### config.mk
export PLATFORM = sky130hd
export DESIGN_NAME = hall_pulse_conditioner_flat
export DESIGN_NICKNAME = d
export VERILOG_FILES = /design/src/rtl/hall_pulse_conditioner_if.sv /design/src/rtl/hall_pulse_conditioner.sv /design/src/flat_wrapper.sv
export SDC_FILE = /design/constraint.sdc
export NUM_CORES = 1
export LEC_CHECK = 0
export CAP_MARGIN = 10
export CORE_MARGIN = 2
export CORE_UTILIZATION = 62
export DETAILED_ROUTE_END_ITERATION = 10
export PLACE_DENSITY_LB_ADDON = 0.08
export REMOVE_ABC_BUFFERS = 1
export SLEW_MARGIN = 20
export SYNTH_ARGS = -nofsm -noshare
export SYNTH_HDL_FRONTEND = slang
export SYNTH_SLANG_ARGS = --single-unit
### constraint.sdc
create_clock -name clk -period 3.1 [get_ports clk]
set_input_delay 0.62 -clock clk [delete_from_list [all_inputs] [get_ports clk]]
set_output_delay 0.62 -clock clk [all_outputs]
set_load 0.01 [all_outputs]
### src/rtl/hall_pulse_conditioner_if.sv
// Diagnostic read port of the Hall pulse conditioner: the requester drives a
// channel/select, and the conditioner returns registered data one cycle later.
interface hall_pulse_conditioner_if #(
  parameter int PERIOD_BITS = 16
);
  logic                   rd_en;
  logic [3:0]             rd_chan;
  logic                   rd_sel;
  logic                   rd_valid;
  logic [PERIOD_BITS-1:0] rd_data;

  modport master (
    output rd_en, rd_chan, rd_sel,
    input  rd_valid, rd_data
  );

  modport slave (
    input  rd_en, rd_chan, rd_sel,
    output rd_valid, rd_data
  );
endinterface

### src/rtl/hall_pulse_conditioner.sv
// Per-channel Hall input synchroniser, debounce filter, rising-edge period
// meter and glitch counter, with a registered diagnostic read port.
module hall_pulse_conditioner #(
  parameter int N_CHANNELS  = 6,
  parameter int FILTER_BITS = 8,
  parameter int PERIOD_BITS = 16
) (
  input  logic                    clk,
  input  logic                    reset,
  input  logic [N_CHANNELS-1:0]   hall_in,
  input  logic [FILTER_BITS-1:0]  filter_len,
  output logic [N_CHANNELS-1:0]   pulse_out,
  output logic [N_CHANNELS-1:0]   rise_strobe,
  output logic [N_CHANNELS-1:0]   stall,
  hall_pulse_conditioner_if.slave rd
);

  localparam logic [PERIOD_BITS-1:0] PERIOD_MAX = '1;
  localparam logic [7:0]             GLITCH_MAX = 8'hFF;

  // Sized to the full rd_chan range; unused entries read as zero.
  logic [PERIOD_BITS-1:0] latched_arr [16];
  logic [7:0]             glitch_arr  [16];

  genvar gi;
  generate
    for (gi = 0; gi < 16; gi++) begin : ch_g
      if (gi < N_CHANNELS) begin : live_g
        logic                   sync1_q, sync2_q;
        logic [FILTER_BITS-1:0] cnt_q, cnt_d;
        logic                   pulse_q, pulse_d;
        logic                   rise_q, rise_d;
        logic [PERIOD_BITS-1:0] run_q, run_d;
        logic [PERIOD_BITS-1:0] lat_q, lat_d;
        logic                   stall_q, stall_d;
        logic [7:0]             glitch_q, glitch_d;
        logic                   glitch_evt;
        logic                   glitch_clr;

        assign glitch_clr = rd.rd_en && rd.rd_sel && (rd.rd_chan == 4'(gi));

        always_comb begin
          cnt_d      = cnt_q;
          pulse_d    = pulse_q;
          rise_d     = 1'b0;
          glitch_evt = 1'b0;
          if (sync2_q == pulse_q) begin
            cnt_d      = '0;
            glitch_evt = (cnt_q != '0);
          end else if (cnt_q >= filter_len) begin
            pulse_d = sync2_q;
            cnt_d   = '0;
            rise_d  = sync2_q;
          end else begin
            cnt_d = cnt_q + 1'b1;
          end

          run_d = (run_q == PERIOD_MAX) ? run_q : run_q + 1'b1;
          lat_d = lat_q;
          if (rise_d) begin
            // A saturated running count latches max, which reads as "unknown".
            lat_d = (run_q == PERIOD_MAX) ? PERIOD_MAX : run_q + 1'b1;
            run_d = '0;
          end
          stall_d = (run_d == PERIOD_MAX);

          glitch_d = glitch_q;
          if (glitch_clr) begin
            glitch_d = glitch_evt ? 8'd1 : 8'd0;
          end else if (glitch_evt && glitch_q != GLITCH_MAX) begin
            glitch_d = glitch_q + 1'b1;
          end
        end

        always_ff @(posedge clk) begin
          if (reset) begin
            sync1_q  <= 1'b0;
            sync2_q  <= 1'b0;
            cnt_q    <= '0;
            pulse_q  <= 1'b0;
            rise_q   <= 1'b0;
            run_q    <= PERIOD_MAX;
            lat_q    <= PERIOD_MAX;
            stall_q  <= 1'b1;
            glitch_q <= '0;
          end else begin
            sync1_q  <= hall_in[gi];
            sync2_q  <= sync1_q;
            cnt_q    <= cnt_d;
            pulse_q  <= pulse_d;
            rise_q   <= rise_d;
            run_q    <= run_d;
            lat_q    <= lat_d;
            stall_q  <= stall_d;
            glitch_q <= glitch_d;
          end
        end

        assign pulse_out[gi]   = pulse_q;
        assign rise_strobe[gi] = rise_q;
        assign stall[gi]       = stall_q;
        assign latched_arr[gi] = lat_q;
        assign glitch_arr[gi]  = glitch_q;
      end else begin : idle_g
        assign latched_arr[gi] = '0;
        assign glitch_arr[gi]  = '0;
      end
    end
  endgenerate

  logic                   rd_valid_q;
  logic [PERIOD_BITS-1:0] rd_data_q, rd_data_d;

  always_comb begin
    rd_data_d = rd.rd_sel ? PERIOD_BITS'(glitch_arr[rd.rd_chan])
                          : latched_arr[rd.rd_chan];
  end

  always_ff @(posedge clk) begin
    if (reset) begin
      rd_valid_q <= 1'b0;
      rd_data_q  <= '0;
    end else begin
      rd_valid_q <= rd.rd_en;
      if (rd.rd_en) begin
        rd_data_q <= rd_data_d;
      end
    end
  end

  assign rd.rd_valid = rd_valid_q;
  assign rd.rd_data  = rd_data_q;

endmodule

### src/flat_wrapper.sv
// flat-port wrapper written by rule: the top's interface ports become plain ports
module hall_pulse_conditioner_flat 
#(
  parameter int N_CHANNELS  = 6,
  parameter int FILTER_BITS = 8,
  parameter int PERIOD_BITS = 16
)
  (clk, reset, hall_in, filter_len, pulse_out, rise_strobe, stall, rd_rd_en, rd_rd_chan, rd_rd_sel, rd_rd_valid, rd_rd_data);
  hall_pulse_conditioner_if #(.PERIOD_BITS(PERIOD_BITS)) rd_i ();
  input  logic clk;
  input  logic reset;
  input  logic [N_CHANNELS-1:0] hall_in;
  input  logic [FILTER_BITS-1:0] filter_len;
  output logic [N_CHANNELS-1:0] pulse_out;
  output logic [N_CHANNELS-1:0] rise_strobe;
  output logic [N_CHANNELS-1:0] stall;
  input wire logic [$bits(rd_i.rd_en)-1:0] rd_rd_en;
  input wire logic [$bits(rd_i.rd_chan)-1:0] rd_rd_chan;
  input wire logic [$bits(rd_i.rd_sel)-1:0] rd_rd_sel;
  output wire logic [$bits(rd_i.rd_valid)-1:0] rd_rd_valid;
  output wire logic [$bits(rd_i.rd_data)-1:0] rd_rd_data;
  assign rd_i.rd_en = rd_rd_en;
  assign rd_i.rd_chan = rd_rd_chan;
  assign rd_i.rd_sel = rd_rd_sel;
  assign rd_rd_valid = rd_i.rd_valid;
  assign rd_rd_data = rd_i.rd_data;
  hall_pulse_conditioner #(.N_CHANNELS(N_CHANNELS), .FILTER_BITS(FILTER_BITS), .PERIOD_BITS(PERIOD_BITS)) u_core (.clk(clk), .reset(reset), .hall_in(hall_in), .filter_len(filter_len), .pulse_out(pulse_out), .rise_strobe(rise_strobe), .stall(stall), .rd(rd_i));
endmodule
## Word-level counts from Yosys, hierarchy flattened

Cells that the tools add are included.

- Add/subtract/negate cells: 18
- $lt $le $gt $ge: 7
- Equal/unequal tests: 29
- Muxes and demuxes: 61
- Bitwise operators: 7
- Reduce and logical (&&, ||, !) cells: 38

Operators with widths:

| cell | count |
|---|---|
| 16-bit two-way mux | 21 |
| 16-bit equality test (second input constant) | 12 |
| 8-bit two-way mux | 14 |
| 16-bit by 1-bit adder with 16-bit output (second input constant) | 6 |
| 8-bit by 1-bit adder with 8-bit output (second input constant) | 12 |
| 16-bit binary-select mux with 4-bit select | 1 |
| 8-bit >= comparator | 6 |
| 8-bit inequality test (second input constant) | 6 |
| 8-bit nonzero test | 6 |
| 8-bit binary-select mux with 4-bit select | 1 |
| 1-bit two-way mux | 24 |
| 3-bit OR reduction | 6 |
| 1-bit logical AND | 13 |
| 2-bit AND reduction | 6 |
| 2-bit nonzero test | 6 |
| 4-bit by 2-bit equality test with 1-bit output (second input constant) | 2 |
| 4-bit by 3-bit equality test with 1-bit output (second input constant) | 2 |
| 1-bit equality test | 6 |
| 1-bit NOT | 6 |
| 5-bit >= comparator (second input constant) | 1 |
| 4-bit NOT with 5-bit output | 1 |
| 4-bit by 1-bit equality test with 1-bit output (second input constant) | 1 |
| 4-bit logical NOT | 1 |

- Flip-flop bits (word level): 335
- Input bits: 22
- Output and inout port bits: 35

## Depth between registers and ports, before layout

- Word-level depth: 5
- Gate-level depth with buffers: 10
- Gate-level depth less buffers: 9

## Worst setup path before layout

No wires, ideal clock.

- Path kind: register to register
- Start: reg u_core.ch_g[4].live_g.run_q[0]
- End: reg u_core.ch_g[4].live_g.stall_q
- Setup time: 0.096 ns
- Arrival: 2.539 ns
- Setup slack: 0.465 ns
- Cell stages (with the launch flop): 11
- Clock period less this slack: 2.635 ns
- Path through: dfxtp_1 ha_1 nand2_2 nor4_2 nor2b_1 buf_4 inv_6 ha_1 o21ai_0 or4_1 o41ai_2

- Word-level cells in the longest chain between the ends: 4
- Elaborated cells on any way between the ends: 5
- Classes of those cells: add/sub (1); eq/ne (2); mux (2)

RTL lines:

| item | RTL line | RTL |
|---|---|---|
| from (decl) | hall_pulse_conditioner.sv:33 | `logic [PERIOD_BITS-1:0] run_q, run_d;` |
| from (signal assigned) | hall_pulse_conditioner.sv:92 | `run_q <= run_d;` |
| 16-bit by 1-bit adder with 16-bit output / 16-bit equality test (equally long branches) | hall_pulse_conditioner.sv:58 | `run_d = (run_q == PERIOD_MAX) ? run_q : run_q + 1'b1;` |
| 16-bit two-way mux (*) | hall_pulse_conditioner.sv:58 |  |
| 16-bit two-way mux (*) | hall_pulse_conditioner.sv:60 | `if (rise_d) begin` |
| 16-bit equality test (*) | hall_pulse_conditioner.sv:65 | `stall_d = (run_d == PERIOD_MAX);` |
| to (signal assigned) | hall_pulse_conditioner.sv:94 | `stall_q <= stall_d;` |
| to (decl) | hall_pulse_conditioner.sv:35 | `logic stall_q, stall_d;` |

Every way passes the cells marked *; elsewhere a longest branch is shown, timed or not.
A chain may end at the register's enable or synchronous reset.

## Final worst setup path

Ends and elaborated chain as after synthesis.

==> results.yml <==
synthesis:
  ys_seq_elements: 335
  synth_flop_cell: "dfxtp_1"
  ys_seq_area_frac: 0.401
  synthesis.area_sq_mm: 0.0167
  synth_edf_count: 0
  async_reset_ff_frac: 0
  synth.avg_cell_area_sq_um: 8.67
  syn-instance-count: 1931
  synth_warnings: 0
  ys_types: 77
detailed_routing:
  ant_nets: 0
  wire_per_inst_microns: 17.8
  drc: 0
  vias: 14100
  firstDrtPassIters: 6
  vias_per_cell: 5.97
  wl_microns: 42000
  first_iter_violations: 1102
sta:
  period_share: 0.926
  finClkSkew_ps: 13.8
  setup_viol: 0
  tns_ps: 0
  fmax_mhz: 349
  tightestPinTransition_ps: 991
  fin_crit_ps: 2870
  hold_viol_final: 0
  rsz0062_at_grt: "no"
  slew_violations: 0
  slew_headroom: 0.337
outcome:
  outcome: "finished clean"
pwr:
  power_leakage_nw: 8.53
  powerDensity_mw_per_mm2: 810
  ir_drop_mv: 0.693
final_layout:
  final_area_sq_mm: 0.0192
  fin_cells: 2353
  antenna_cells: 0
  layout-drive-gt1-share: 0.0915
  nets: 2083
  area_delta_synth_final_pct: 14.5
grt:
  grt_max_degree: 107
  grt_overflow: 0
  grt_usage: 0.296
  grt_pass1_wl_microns: 68400
  antenna_found_initial: 0
  grt_pass1_vias: 13300
hold_path:
  hp-start: "u_core.ch_g[3].live_g.sync1_q"
  hold_path_end: "u_core.ch_g[3].live_g.sync2_q"
  hold-path-cell-count: 1
  min_path_type: "register to register"
clocking:
  clock_path_buffers: 3
  cts_tree: "yes"
  cts.sinks: 335
  htreeDepth: 2
  cts_buffers: 37
  clkTransAtPathRegs_ps: 60
  clock_latency_ps: 530
  cts-root-buf: "clkbuf_16"
critical_path:
  r2r_slack_ps: 230
  arrival_ps: 3300
  required_ps: 3530
  crit_path_start_kind: "register"
  crit_path_frequent_cell: "ha_1"
  slowest_delay_ps: 510
  path_cells: "ha_1 -> nand2_2 -> nor4_2 -> nor2b_2 -> buf_4 -> inv_6 -> ha_1 -> o21ai_0 -> or4_1 -> o41ai_2"
  cp_num_buf_inv: 2
  cp_top_family: "simple AND/OR/NAND/NOR gates"
  critical_path_class: "register to register"
  r2r_cells: 10
  worst_r2r_endpoint: "u_core.ch_g[4].live_g.stall_q"
  path_max_fanout: 7
  critical-path-slowest-cell: "or4_1"
  critPathCaptureType: "register"
  worst_r2r_startpoint: "u_core.ch_g[4].live_g.run_q[0]"
placement:
  dp_hpwl_microns: 30200
  numPortBuffers: 56
  dp.cells: 2285
  gp_congestion: 0.893
  place_area_sq_mm: 0.0178
job:
  max-cap-violations: 0
floorplanning:
  initial_core_util: 0.626
  die-height_microns: 168
  num_io_pins: 57
  row_count: 60
  core-area_sq_mm: 0.0267
  die_w_microns: 168
  dieArea_sq_mm: 0.0283
==> state kept, by name, summed over array words and instances, names as in the netlist <==
signal                       count
u_core.ch_g.live_g.cnt_q        48
u_core.ch_g.live_g.glitch_q     48
u_core.ch_g.live_g.lat_q        96
u_core.ch_g.live_g.pulse_q       6
u_core.ch_g.live_g.rise_q        6
u_core.ch_g.live_g.run_q        96
u_core.ch_g.live_g.stall_q       6
u_core.ch_g.live_g.sync1_q       6
u_core.ch_g.live_g.sync2_q       6
u_core.rd.rd_data               16
u_core.rd.rd_valid               1
==> worst max path at each step <==
stage,start,endpoint,slack (ps),cells after the start
finish,u_core.ch_g[4].live_g.run_q[0],u_core.ch_g[4].live_g.stall_q,230,10
global placement,filter_len[6],u_core.ch_g[3].live_g.run_q[6],-30,7
global route,u_core.ch_g[4].live_g.run_q[0],u_core.ch_g[4].live_g.stall_q,60,10
floorplan,reset,u_core.ch_g[2].live_g.glitch_q[1],-810,3
detailed placement,filter_len[5],u_core.ch_g[3].live_g.run_q[8],-70,7
CTS,u_core.ch_g[4].live_g.run_q[0],u_core.ch_g[4].live_g.stall_q,220,10
==> Yosys cell counts (47+ instances only) <==
library cell	instances	area (sq um)
a21oi_1	58	290
clkbuf_1	71	267
dfxtp_1	335	6710
ha_1	78	976
inv_1	57	214
mux2i_1	63	631
nand2_1	289	1080
nand3_1	89	445
nand4_1	47	294
nor2_1	165	619
o211ai_1	57	428
o21ai_0	104	521
xor2_1	74	648
==> per-stage QoR <==
step,total power [mW],util,worst slack (ps),hold slack (ps)
4_1_cts,15.5,0.717,222,435
6_report,15.5,0.717,231,434
2_1_floorplan,9.23,-,-807,414
5_1_grt,16.4,0.717,59.5,459
3_5_place_dp,10.7,0.667,-65.2,424
3_3_place_gp,10.6,0.667,-35.0,415
==> area by class of cell <==
class | count | area, sq um
clock buffer | 49 | 1040
clock inverter | 19 | 290
fill | 2097 | 7550
inverter | 59 | 229
multi-input combinational | 1434 | 9370
sequential | 335 | 6710
tap | 341 | 427
timing repair buffer | 116 | 1110
==> per-layer routing <==
layer,global-route usage,vias to the layer above,wire length [microns]
li1,-,6936,-
met1,0.403,6674,19300
met2,0.492,380,19500
met3,0.0393,68,2140
met4,0.0933,0,1080
met5,0,-,0
==> power breakdown <==
| group | leakage [nW] | switching [mW] | total, mW | internal (mW) |
|---|---|---|---|---|
| clock network | 0.638 | 1.81 | 4.78 | 2.97 |
| logic | 5.17 | 3.31 | 5.48 | 2.17 |
| registers | 2.73 | 0.525 | 5.27 | 4.75 |
==> cell usage in the layout, fill, tap and decap left out, types with 40 or more instances in the layout <==
cell type and count:
nor2_1 165, xor2_1 74, a21oi_1 58, xnor2_1 42, inv_1 56, o211ai_1 57
clkdlybuf4s50_1 54, mux2i_1 63, nor2b_1 40, buf_4 51, o21ai_0 104, nand4_1 47
nand3_1 89, ha_1 78, dfxtp_1 335, nand2_1 289
==> repair_timing <==
action,4_1_cts,5_1_grt
setup buffers,0,0
endpoints found under the setup margin,0,1
resized for setup,0,1
hold buffers,0,0
==> cells by family after synthesis <==
family	Yosys count	share of synthesized area
compound gates	343	0.131
simple gates	806	0.234
buf+inv	162	0.0428
xor+xnor	116	0.0607
flops	335	0.401
fa+ha+maj	78	0.0583
mux	91	0.0726
No activity file was read; power rests on OpenSTA's default activity.
